### src/rtl/rom_reader_pkg.sv
// Shared constants for the ROM stream reader.
//   IDLE/RUN/DRAIN : sequencer state encoding
//   FIFO_DEPTH     : number of words the output buffer can hold
package rom_reader_pkg;

   localparam logic [1:0] IDLE  = 2'd0;
   localparam logic [1:0] RUN   = 2'd1;
   localparam logic [1:0] DRAIN = 2'd2;

   localparam int unsigned FIFO_DEPTH = 2;

endpackage

### src/rtl/rom_rd_fifo.sv
// Two-entry register FIFO that buffers ROM words for the output stream.
// Ports:
//   clk, rst        : clock, async active-high reset
//   push, push_data : write strobe and word
//   pop, pop_data   : read strobe and head word (valid while !empty)
//   occ             : number of stored words, 0..2
//   full, empty     : occupancy flags
module rom_rd_fifo
   import rom_reader_pkg::*;
#(
   parameter int DATA_W = 2
) (
   input  logic              clk,
   input  logic              rst,
   input  logic              push,
   input  logic [DATA_W-1:0] push_data,
   input  logic              pop,
   output logic [DATA_W-1:0] pop_data,
   output logic [1:0]        occ,
   output logic              full,
   output logic              empty
);

   logic [DATA_W-1:0] mem [2];
   logic              wr_ptr;
   logic              rd_ptr;
   logic [1:0]        occ_r;
   logic              do_push;
   logic              do_pop;

   assign full     = (occ_r == 2'(FIFO_DEPTH));
   assign empty    = (occ_r == 2'd0);
   assign occ      = occ_r;
   assign pop_data = mem[rd_ptr];

   // A push into a full FIFO is only accepted when the head leaves on the same edge.
   assign do_pop  = pop & ~empty;
   assign do_push = push & (~full | do_pop);

   always_ff @(posedge clk or posedge rst) begin
      if (rst) begin
         mem[0] <= '0;
         mem[1] <= '0;
         wr_ptr <= 1'b0;
         rd_ptr <= 1'b0;
         occ_r  <= 2'd0;
      end else begin
         if (do_push) begin
            mem[wr_ptr] <= push_data;
            wr_ptr      <= ~wr_ptr;
         end
         if (do_pop)
            rd_ptr <= ~rd_ptr;
         case ({do_push, do_pop})
            2'b10:   occ_r <= occ_r + 2'd1;
            2'b01:   occ_r <= occ_r - 2'd1;
            default: occ_r <= occ_r;
         endcase
      end
   end

endmodule

### src/rtl/rom_stream_reader.sv
// Read-side sequencer for a 1-cycle-latency synchronous ROM. Walks len words
// from base_addr (wrapping modulo ROM depth) and presents them as a
// valid/ready stream with full backpressure.
// Ports:
//   clk, rst             : clock, async active-high reset
//   start, base_addr, len: command (sampled only in IDLE)
//   rom_addr, rom_data   : ROM address out, registered ROM data in
//   out_data, out_valid, out_ready : output stream
//   busy                 : command in progress (RUN or DRAIN)
//   done                 : one-cycle pulse when a command completes
//
// state | meaning
// IDLE  | waiting for start; len=0 commands complete here
// RUN   | issuing ROM reads while remaining!=0 and credit allows
// DRAIN | all reads issued; waiting for the last word to be handed off
module rom_stream_reader
   import rom_reader_pkg::*;
#(
   parameter int ADDR_W = 3,
   parameter int DATA_W = 2
) (
   input  logic              clk,
   input  logic              rst,
   input  logic              start,
   input  logic [ADDR_W-1:0] base_addr,
   input  logic [ADDR_W:0]   len,
   output logic [ADDR_W-1:0] rom_addr,
   input  logic [DATA_W-1:0] rom_data,
   output logic [DATA_W-1:0] out_data,
   output logic              out_valid,
   input  logic              out_ready,
   output logic              busy,
   output logic              done
);

   logic [1:0]        state;
   logic [ADDR_W-1:0] addr;
   logic [ADDR_W:0]   remaining;
   logic              pend;
   logic              done_r;

   logic [1:0]        occ;
   logic              full;
   logic              empty;
   logic              pop;
   logic [2:0]        in_flight;
   logic              credit_ok;
   logic              issue;
   logic              drain_done;

   assign rom_addr  = addr;
   assign out_valid = ~empty;
   assign busy      = (state != IDLE);
   assign done      = done_r;
   assign pop       = out_valid & out_ready;

   // Words buffered plus the read in flight must stay below the FIFO depth
   // after this edge's pop. The full case reduces to "pop with nothing in flight".
   assign in_flight = {1'b0, occ} + {2'b00, pend};
   assign credit_ok = full ? (pop & ~pend)
                           : (in_flight < (3'd2 + {2'b00, pop}));

   assign issue = (state == RUN) && (remaining != '0) && credit_ok;

   // Leave DRAIN on the edge that hands off the final word, so done lands in
   // the cycle right after the last handshake.
   assign drain_done = (state == DRAIN) && !pend && (occ == {1'b0, pop});

   rom_rd_fifo #(
      .DATA_W(DATA_W)
   ) u_fifo (
      .clk      (clk),
      .rst      (rst),
      .push     (pend),
      .push_data(rom_data),
      .pop      (pop),
      .pop_data (out_data),
      .occ      (occ),
      .full     (full),
      .empty    (empty)
   );

   always_ff @(posedge clk or posedge rst) begin
      if (rst) begin
         state     <= IDLE;
         addr      <= '0;
         remaining <= '0;
         pend      <= 1'b0;
         done_r    <= 1'b0;
      end else begin
         done_r <= 1'b0;
         pend   <= issue;
         if (issue) begin
            addr      <= addr + 1'b1;
            remaining <= remaining - 1'b1;
         end
         case (state)
            IDLE: begin
               if (start) begin
                  if (len != '0) begin
                     state     <= RUN;
                     addr      <= base_addr;
                     remaining <= len;
                  end else begin
                     done_r <= 1'b1;
                  end
               end
            end
            RUN: begin
               if (remaining == '0)
                  state <= DRAIN;
            end
            DRAIN: begin
               if (drain_done) begin
                  state  <= IDLE;
                  done_r <= 1'b1;
               end
            end
            default: state <= IDLE;
         endcase
      end
   end

endmodule

### config.mk
export PLATFORM = sky130hd
export DESIGN_NAME = rom_stream_reader
export DESIGN_NICKNAME = d
export VERILOG_FILES = /design/src/rtl/rom_reader_pkg.sv /design/src/rtl/rom_rd_fifo.sv /design/src/rtl/rom_stream_reader.sv
export SDC_FILE = /design/constraint.sdc
export NUM_CORES = 1
export LEC_CHECK = 0
export CORE_MARGIN = 2
export CORE_UTILIZATION = 35
export CTS_CLUSTER_SIZE = 30
export DETAILED_ROUTE_END_ITERATION = 10
export MAX_ROUTING_LAYER = met4
export PLACE_DENSITY = 0.7
export SETUP_SLACK_MARGIN = 0.1
export SLEW_MARGIN = 20
export SYNTH_ARGS = -nofsm -noshare
export SYNTH_HDL_FRONTEND = slang
export SYNTH_SLANG_ARGS = --single-unit
### constraint.sdc
create_clock -name clk -period 1.7 [get_ports clk]
set_input_delay 0.34 -clock clk [delete_from_list [all_inputs] [get_ports clk]]
set_output_delay 0.34 -clock clk [all_outputs]
set_load 0.02 [all_outputs]
# Yosys cells after proc, flatten, opt, wreduce, memory -nomap -nowiden
# Cells that the tools add are included.
[word_totals]
ff_bits = 19
latch_bits = 0
mem_bits_rw = 0
rom_bits = 0
in_bits = 13
elab_cells = 81
memories = 0
[classes]
n_addsub = 6
n_mul = 0
div = 0
order_cmp = 4
n_eq_ne = 10
shift = 0
muxes = 25
bitwise = 12
n_reduce_logical = 14
[ops]
columns = ["cell", "n"]
rows = [
  ["two-way mux 2 bit", 8],
  ["two-way mux 4 bit", 4],
  ["two-way mux 3 bit", 4],
  ["nonzero test 4 bit", 2],
  ["equality test 2 bit, second input constant", 3],
  ["!= test 2 bit, second input constant", 3],
  ["case mux 2 bit (3 select lines)", 1],
  ["logical AND 1 bit", 5],
  ["inverter 1 bit", 5],
  ["AND 1 bit", 4],
  ["bitwise mux 4 bit", 1],
  ["equality test 2 x 1 -> 1 bit, second input constant", 2],
  ["greater-or-equal comparator 2 bit, second input constant", 2],
  ["zero test 2 bit", 2],
  ["zero test 4 bit", 1],
  ["two-way mux 1 bit", 4],
  ["inverter 1 -> 2 bit", 2],
  ["case mux 2 bit (2 select lines)", 1],
  ["AND reduction 4 bit", 1],
  ["nonzero test 2 bit", 2],
  ["subtractor 4 x 1 -> 4 bit, second input constant", 1],
  ["adder 2 x 1 -> 3 bit", 1],
  ["adder 2 x 1 -> 3 bit, first input constant", 1],
  ["adder 3 x 1 -> 3 bit, second input constant", 1],
  ["10 further kinds", 10],
]

# Longest topological paths before layout
# Gate-level depths: netlist (run 1).
[depth]
ltp_word = 11
ltp_mapped = 6

# By module
# From an unflattened synthesis (run 1), not the netlist that was laid out.
[unflattened]
cells_unflattened = 97
area_unflattened_um2 = 1071.0
[modules_own_cells]
columns = ["mod", "instances", "cells_each", "area_each_um2", "seq_area_each_um2"]
rows = [
  ["rom_stream_reader", 1, 67, 683.2, 275.3],
  ["rom_rd_fifo", 1, 30, 387.9, 200.2],
]

# Worst setup path before layout (run 1)
# Ideal clock, no wire load.
[synth_timing]
kind = "register -> register"
from = "register u_fifo.occ_r[0], in the netlist u_fifo.occ[0]"
to = "register remaining[3]"
setup_time_ps = 87
arrival_ps = 1745
required_time_ps = 1613
slack_ps = -132
path_stages_with_launch = 7
period_less_slack_ps = 1832
cell_sequence = "dfrtp_1 -> ha_1 -> ha_1 -> nor2_1 -> a211oi_4 -> or4_1 -> o211ai_1"
[synth_between]
elab_chain_len = 11
[synth_lines]
columns = ["element", "line", "rtl"]
rows = [
  ["from (decl)", "rom_rd_fifo.sv:27", "logic [1:0] occ_r;"],
  ["from (signal assigned)", "rom_rd_fifo.sv:55", "2'b10: occ_r <= occ_r + 2'd1;"],
  ["from (signal assigned)", "rom_rd_fifo.sv:56", "2'b01: occ_r <= occ_r - 2'd1;"],
  ["from (signal assigned)", "rom_rd_fifo.sv:57", "default: occ_r <= occ_r;"],
  ["zero test 2 bit", "rom_rd_fifo.sv:32", "assign empty = (occ_r == 2'd0);"],
  ["inverter 1 bit", "rom_stream_reader.sv:52", "assign out_valid = ~empty;"],
  ["AND 1 bit", "rom_stream_reader.sv:55", "assign pop = out_valid & out_ready;"],
  ["adder 2 x 1 -> 3 bit", "rom_stream_reader.sv:61", ": (in_flight < (3'd2 + {2'b00, pop}));"],
  ["less-than comparator 3 bit", "rom_stream_reader.sv:61", ""],
  ["two-way mux 1 bit *", "rom_stream_reader.sv:60", "assign credit_ok = full ? (pop & ~pend)"],
  ["logical AND 1 bit *", "rom_stream_reader.sv:63", "assign issue = (state == RUN) && (remaining != '0) && credit_ok;"],
  ["two-way mux 4 bit *", "rom_stream_reader.sv:93", "if (issue) begin"],
  ["two-way mux 4 bit", "rom_stream_reader.sv:100", "if (len != '0) begin"],
  ["two-way mux 4 bit", "rom_stream_reader.sv:99", "if (start) begin"],
  ["two-way mux 4 bit *", "rom_stream_reader.sv:97", "case (state)"],
  ["to (signal assigned)", "rom_stream_reader.sv:95", "remaining <= remaining - 1'b1;"],
  ["to (signal assigned)", "rom_stream_reader.sv:103", "remaining <= len;"],
  ["to (decl)", "rom_stream_reader.sv:38", "logic [ADDR_W:0] remaining;"],
]
# Every way passes the cells marked *; elsewhere a longest branch is shown, timed or not.
# A chain may end at the register's enable or synchronous reset.

# Worst setup path after layout (run 1)
[layout_timing]
from = "register u_fifo.occ_r[0], in the netlist u_fifo.occ[0]"
to = "register u_fifo.occ_r[1], in the netlist u_fifo.occ[1]"
[layout_between]
elab_chain_len = 8
[layout_lines]
columns = ["element", "line", "rtl"]
rows = [
  ["zero test 2 bit *", "rom_rd_fifo.sv:32", ""],
  ["inverter 1 bit *", "rom_rd_fifo.sv:37, rom_stream_reader.sv:52", ""],
  ["AND 1 bit", "rom_stream_reader.sv:55", ""],
  ["AND 1 bit *", "rom_rd_fifo.sv:37", "assign do_pop = pop & ~empty;"],
  ["via u_fifo.do_pop", "rom_rd_fifo.sv:29", "logic do_pop;"],
  ["bitwise OR 1 bit", "rom_rd_fifo.sv:38", "assign do_push = push & (~full | do_pop);"],
  ["AND 1 bit", "rom_rd_fifo.sv:38", ""],
  ["equality test 2 x 1 -> 1 bit / equality test 2 bit (equally long branches)", "rom_rd_fifo.sv:54", "case ({do_push, do_pop})"],
  ["case mux 2 bit (2 select lines) / nonzero test 2 bit (equally long branches)", "--", ""],
]
# The timed path passes the listed nets; every way through them passes the cells marked *.

==> results.md, run 1 <==
* Run status: finished with violations
* Failing checks: setup timing
* Sink count of the clock tree at 19
* Placeable Area at 2805 sq um
* Max incr delay on CP at just over 0.4 ns
* Count of final setup violators at 7
* DRC violations left at 0
* Final period demand of the worst path at approximately 1.8 ns
* Clock transition at the register clock pins on the worst setup and hold paths after CTS at around 0.10 ns
* Crit Path Class: flip-flop to flip-flop
* Startpoint of the worst register-to-register path: u_fifo.occ[0]
* Data required, critical path at 1.91 ns
* Count of port buffers added during placement at 20
* Final Hold Vio Count at 0
* WP depth at 8
* Largest net degree at the start of global routing at 20
* WL/cell at roughly 14 um
* Nature of the critical path startpoint: flip-flop
* Area used by multi-input combinational logic at roughly 650 sq um
* Overflow left after global routing at 0
* Worst-case register-to-register setup slack at -0.10 ns
* Global-route wire length before repair at 4.250 mm
* Number of nets in the layout at about 160
* Kind of cell adding the most delay to the critical path: simple AND/OR/NAND/NOR gates
* Clk_lat worst skew at roughly 0.28 ns
* Antenna Diode Count at 0
* Critical Path Slowest Stage Cell: sky130_fd_sc_hd__dfrtp_1
* Violation count after the first detailed-routing iteration at 37
* Post-Syn Nets at between 100 and 150
* Vias per std cell at between 5 and 6
* Maximum clock frequency at around 0.55 GHz
* Post-DP HPWL at 1.840 mm
* Summed instance area of the synthesized netlist at about 1100 sq um
* Worst IR drop on VDD at between 0.7 and 0.8 mV
* Y dimension of the die at roughly 60 um
* Row cnt at 19
* Routed wire length at ~2.4 mm
* PwrDens at between 1500 and 2000 nW/um^2
* Initial core utilization at approximately 38%
* Global-route usage over all layers at ~16%
* Setup Slack @ Placement at -0.2282 ns
* I/O pins at 21
* R2r endpoint: u_fifo.occ[1]
* Area of the die at approximately 3500 sq um
* Leakage dissipation at 0.7223 nW
* Via count at between 900 and 1000
* Most used DFF post-synth: sky130_fd_sc_hd__dfrtp_1
* Number of flops mapped to enable cells by yosys at 0
* H-tree level count at 1
* Ratio of cells with drive above 1 in the final layout at 41.67%
* Layout Area Growth over Synthesis at 50.65%
* Total of hold buffers inserted after clock tree synthesis at 0
* Number of warnings reported in the yosys synthesis log at 0
* Slew Limit Headroom at around 74%
* Sequential-to-total area share from yosys stat at between 40 and 50%
* Vias in the first global route at about 1000
* Placed cell count at around 160
* FF-to-FF path depth at 8
* Average footprint of a synthesized cell at around 11 sq um
* Setup repair after global routing missed its margin: true
* Weighted congestion at the end of routability-driven global placement at 0.8765
* Count of final max-slew check failures at 0
* Flip-flop and latch area at between 400 and 500 sq um
* Cell variety after synth at 40
* Cell chosen for the clock root: sky130_fd_sc_hd__clkbuf_4
* Clock tree from TritonCTS: built
* Worst path bufs/invs at 2
* Cell count after synthesis at 96
* Die W at 59.03 um
* Slew @ Worst Pin at approximately 0.38 ns
* Max-cap check violation count at 0
* Category of the worst setup path capture point: flip-flop
* Flip-flop and latch count after synthesis at 19
* Aggregate negative setup slack at -0.3992 ns
* Cell-by-cell trace of the critical path: buf_4 > buf_6 > or2_2 > and2_4 > ha_4 > xnor2_2 > nor2_2 > xor2_1
* CP arrival at roughly 2.0 ns
* Setup ws final at -0.1038 ns
* Filler cells at approximately 250
* Maximum count of clock buffers along a single path at 2
* Detailed Routing Iterations Pass 1 at 4
* Async set or reset register ratio after synthesis at 100.0%
* Clock buffers created by TritonCTS at 3
* CP Max Fanout at 7
* Post-detailed-route count of antenna-violating nets at 0
* Worst Hold Class: input pin to asynchronous set/reset pin
* Post-layout instance count excluding filler cells at around 180
* Ratio of final minimum period to clock period at 106.1%
* Skew final at 0.002581 ns
* Antenna violations before repair at 0
==> Yosys cell counts, types with 2 or more instances <==
master,count,area (sq um)
sky130_fd_sc_hd__a21oi_1,4,20.02
sky130_fd_sc_hd__mux2_2,6,67.56
sky130_fd_sc_hd__o21ai_1,2,10.01
sky130_fd_sc_hd__nand2b_1,3,18.77
sky130_fd_sc_hd__inv_1,6,22.52
sky130_fd_sc_hd__nor2_1,5,18.77
sky130_fd_sc_hd__or2_2,2,12.51
sky130_fd_sc_hd__xnor2_1,3,26.28
sky130_fd_sc_hd__ha_1,5,62.56
sky130_fd_sc_hd__dfrtp_1,19,475.5
sky130_fd_sc_hd__nand3_1,3,15.01
sky130_fd_sc_hd__nand2_1,6,22.52
sky130_fd_sc_hd__xor2_1,2,17.52
sky130_fd_sc_hd__o211ai_1,4,30.03
==> where the power goes <==
group	switching (W)	total [W]	internal, W
sequential	0.000159	0.000830	0.000670
clock	0.000129	0.000220	0.0000910
combinational	0.000910	0.00195	0.00104
total	0.00120	0.00300	0.00180
==> area by class of cell <==
| type | count | area share, % |
|---|---|---|
| clock buffers | 4 | 1.646 |
| inverters | 6 | 1.411 |
| multi-input cells | 71 | 40.75 |
| flip-flops and latches | 19 | 29.78 |
| well taps | 31 | 2.429 |
| repair buffers | 44 | 23.98 |
==> tightest hold or removal path, stage by stage <==
cell and delay [ns]:
sky130_fd_sc_hd__clkdlybuf4s50_1 0.40, sky130_fd_sc_hd__inv_1 0.05, sky130_fd_sc_hd__buf_4 0.25
==> flip-flops by register name, indices dropped and copies added (netlist names) <==
name and flops:
remaining 4, u_fifo.mem 4, rom_addr 3, state 2
u_fifo.occ 2, done 1, pend 1, u_fifo.rd_ptr 1
u_fifo.wr_ptr 1
==> stage by stage <==
stage	total power [W]	hold slack (ns)	instance area [sq um]	util (%)
final	0.002999	0.3736	1597	56.91
after global routing	0.003239	0.4120	1597	56.91
after CTS	0.002772	0.3705	1501	53.52
after global placement	0.002450	0.4824	1441	51.38
after floorplan	0.001893	0.2911	1082	-
after detailed placement	0.002489	0.4886	1441	51.38
==> metal layers <==
layer	routed length (um)	vias to the layer above	track usage [%]
met5	0	-	-
met2	1281	27	28.73
met4	0	0	3.247
met3	90	0	2.620
met1	1071	460	19.08
li1	-	458	-
==> worst max path at each step <==
stage,startpoint,end
global route,u_fifo.occ[0],u_fifo.occ[1]
global placement,len[0],rom_addr[1]
finish,u_fifo.occ[0],u_fifo.occ[1]
CTS,u_fifo.occ[0],remaining[0]
detailed placement,len[0],remaining[2]
floorplan,u_fifo.occ[0],remaining[0]
==> cell usage in the layout (no fill, tap or decap), types with 4 or more instances in the layout <==
cell type / instances
sky130_fd_sc_hd__buf_4: 21
sky130_fd_sc_hd__dfrtp_1: 19
sky130_fd_sc_hd__clkdlybuf4s50_1: 12
sky130_fd_sc_hd__inv_1: 6
sky130_fd_sc_hd__nand2_1: 5
sky130_fd_sc_hd__buf_6: 5
sky130_fd_sc_hd__mux2_2: 4
sky130_fd_sc_hd__o211ai_1: 4
sky130_fd_sc_hd__a21oi_1: 4
==> what timing repair did <==
item	in CTS	in global routing
endpoints found under the hold margin	0	0
buffers inserted	4	4
resized for setup	23	18
pin swaps	10	6
endpoints found under the setup margin	17	15
==> cell families after synthesis <==
group           Yosys count  share of synthesized area (%)
compound gates           24                          17.83
fa+ha+maj                 5                          5.903
flops                    19                          44.86
simple gates             31                          18.77
mux                       6                          6.375
buf+inv                   6                          2.125
xor+xnor                  5                          4.133
No activity file was read; power rests on OpenSTA's default activity.
==> run 2: changes to the inputs <==
--- a/config.mk
+++ b/config.mk
@@ -5,12 +5,14 @@
 export SDC_FILE = /design/constraint.sdc
 export NUM_CORES = 1
 export LEC_CHECK = 0
+export CELL_PAD_IN_SITES_DETAIL_PLACEMENT = 0
+export CELL_PAD_IN_SITES_GLOBAL_PLACEMENT = 1
 export CORE_MARGIN = 2
 export CORE_UTILIZATION = 35
 export CTS_CLUSTER_SIZE = 30
 export DETAILED_ROUTE_END_ITERATION = 10
 export MAX_ROUTING_LAYER = met4
-export PLACE_DENSITY = 0.7
+export PLACE_DENSITY = 0.83
 export SETUP_SLACK_MARGIN = 0.1
 export SLEW_MARGIN = 20
 export SYNTH_ARGS = -nofsm -noshare
==> results.md, run 2 (same netlist as run 1, synthesis figures left out) <==
* Run status: finished with violations
* Failing checks: setup timing
* Vias in the first global route at ~920
* Maximum clock frequency at about 0.57 GHz
* PwrDens at roughly 1900 nW/um^2
* CP Max Fanout at 4
* Final period demand of the worst path at 1.748 ns
* Clk_lat worst skew at ~0.3 ns
* Placed inst area at ~1500 sq um
* Overflow left after global routing at 0
* Initial core utilization at a little under two fifths
* Weighted congestion at the end of routability-driven global placement at between 0.8 and 0.9
* Routed wire length at 2.333 mm
* Final Hold Vio Count at 0
* Y dimension of the die at ~59 um
* Category of the worst setup path capture point: flip-flop
* Worst Hold Class: input pin to asynchronous set/reset pin
* Total of hold buffers inserted after clock tree synthesis at 0
* Global-route usage over all layers at around 16%
* Slew Limit Headroom at around three quarters
* Post-detailed-route count of antenna-violating nets at 0
* Clock transition at the register clock pins on the worst setup and hold paths after CTS at about 0.11 ns
* Clock tree from TritonCTS: built
* Nature of the critical path startpoint: flip-flop
* Sink count of the clock tree at 19
* Detailed Routing Iterations Pass 1 at 4
* Skew final at 0.002376 ns
* Antenna Diode Count at 0
* Count of final setup violators at 5
* Via count at about 900
* CP arrival at slightly below 2 ns
* Clock buffers created by TritonCTS at 3
* Data required, critical path at 1.92 ns
* Cell chosen for the clock root: sky130_fd_sc_hd__clkbuf_4
* Aggregate negative setup slack at -0.1434 ns
* Die W at roughly 59 um
* H-tree level count at 1
* Worst IR drop on VDD at 0.8430 mV
* Ratio of cells with drive above 1 in the final layout at between 30% and 40%
* Post-DP HPWL at ~1.8 mm
* Largest net degree at the start of global routing at 20
* Ratio of final minimum period to clock period at 102.8%
* Max-cap check violation count at 0
* Count of port buffers added during placement at 20
* Violation count after the first detailed-routing iteration at 22
* Setup Slack @ Placement at -0.2221 ns
* Leading cell types in the layout, fill and taps excluded: 20 x sky130_fd_sc_hd__buf_4, 19 x sky130_fd_sc_hd__dfrtp_1, 12 x sky130_fd_sc_hd__clkdlybuf4s50_1, 6 x sky130_fd_sc_hd__inv_1, 6 x sky130_fd_sc_hd__nand2_1
* Layout Area Growth over Synthesis at 44.75%
* Number of nets in the layout at 160
* Vias per std cell at about 5.2
* Count of final max-slew check failures at 0
* Slew @ Worst Pin at around 0.39 ns
* Setup ws final at -0.04756 ns
* Area of the die at ~3500 sq um
* Setup repair after global routing missed its margin: true
* Maximum count of clock buffers along a single path at 2
* Leakage dissipation at ~0.69 nW
* Crit Path Class: flip-flop to flip-flop
* WL/cell at 13.56 um
* Most common cell after layout, fill and taps aside: sky130_fd_sc_hd__buf_4
* Global-route wire length before repair at roughly 4.0 mm
* Placeable Area at ~2800 sq um
* Cell area after layout at roughly 1500 sq um
* DRC violations left at 0
* Row cnt at 19
* I/O pins at 21
* Antenna violations before repair at 0
[run 2: layer usage]
metal | vias up | track usage [%] | wire length, um
met5 | - | - | 0
met4 | 0 | 1.948 | 15
met3 | 2 | 4.803 | 103
met2 | 17 | 26.19 | 1125
met1 | 432 | 19.28 | 1088
li1 | 450 | - | -
[run 2: critical path: stages, from the launching register on]
cell	delay (ns)
sky130_fd_sc_hd__dfrtp_1	0.40
sky130_fd_sc_hd__ha_2	0.20
sky130_fd_sc_hd__ha_4	0.15
sky130_fd_sc_hd__and4bb_2	0.33
sky130_fd_sc_hd__a211oi_4	0.06
sky130_fd_sc_hd__buf_4	0.15
sky130_fd_sc_hd__or3_1	0.29
sky130_fd_sc_hd__o211ai_1	0.10
[run 2: area by class of cell]
class	count	area [sq um]
multi-input cells	71	616.8
fillers	267	1271
clock buffers	3	22.52
clock inverters	1	5.005
flip-flops and latches	19	475.5
well taps	31	38.79
inverters	6	22.52
repair buffers	41	352.8
[run 2: timing repair]
item,in CTS,in global routing
resized for setup,24,7
buffers inserted,3,0
endpoints found under the setup margin,16,15
pin swaps,4,5
[run 2: metrics by stage]
stage / hold WS [ns] / total power, W / util, % / cells
finish: 0.3402 / 0.002881 / 54.68 / 172
global route: 0.3579 / 0.003107 / 54.68 / 172
detailed placement: 0.4950 / 0.002513 / 51.92 / 165
floorplan: 0.2911 / 0.001893 / - / 96
global placement: 0.4834 / 0.002466 / 51.92 / 165
CTS: 0.3506 / 0.002803 / 53.48 / 172
[run 2: final timing paths]
path	cells after the start	start	end	slack (ns)
max in group asynchronous	3	rst	rom_addr[1]	1.15
max	7	pend	rom_addr[0]	-0.05
min reg2reg	1	u_fifo.mem[3]	u_fifo.mem[3]	0.52
max reg2reg	7	pend	rom_addr[0]	-0.05
min	3	rst	done	0.34
min in group clk	1	u_fifo.mem[3]	u_fifo.mem[3]	0.52
[run 2: power by group]
| part | total, W | internal, W | leakage (nW) | switching, W |
|---|---|---|---|---|
| clock | 0.000231 | 0.0000877 | 0.0177 | 0.000144 |
| combinational | 0.00183 | 0.000946 | 0.444 | 0.000881 |
| sequential | 0.000823 | 0.000670 | 0.223 | 0.000153 |
==> run 3: changes to the inputs <==
--- a/config.mk
+++ b/config.mk
@@ -9,7 +9,7 @@
 export CELL_PAD_IN_SITES_GLOBAL_PLACEMENT = 1
 export CORE_MARGIN = 2
 export CORE_UTILIZATION = 35
-export CTS_CLUSTER_SIZE = 30
+export CTS_CLUSTER_SIZE = 8
 export DETAILED_ROUTE_END_ITERATION = 10
 export MAX_ROUTING_LAYER = met4
 export PLACE_DENSITY = 0.83
==> results of run 3 <==
The final DEF is identical to that of run 2; final timing and power are the same.
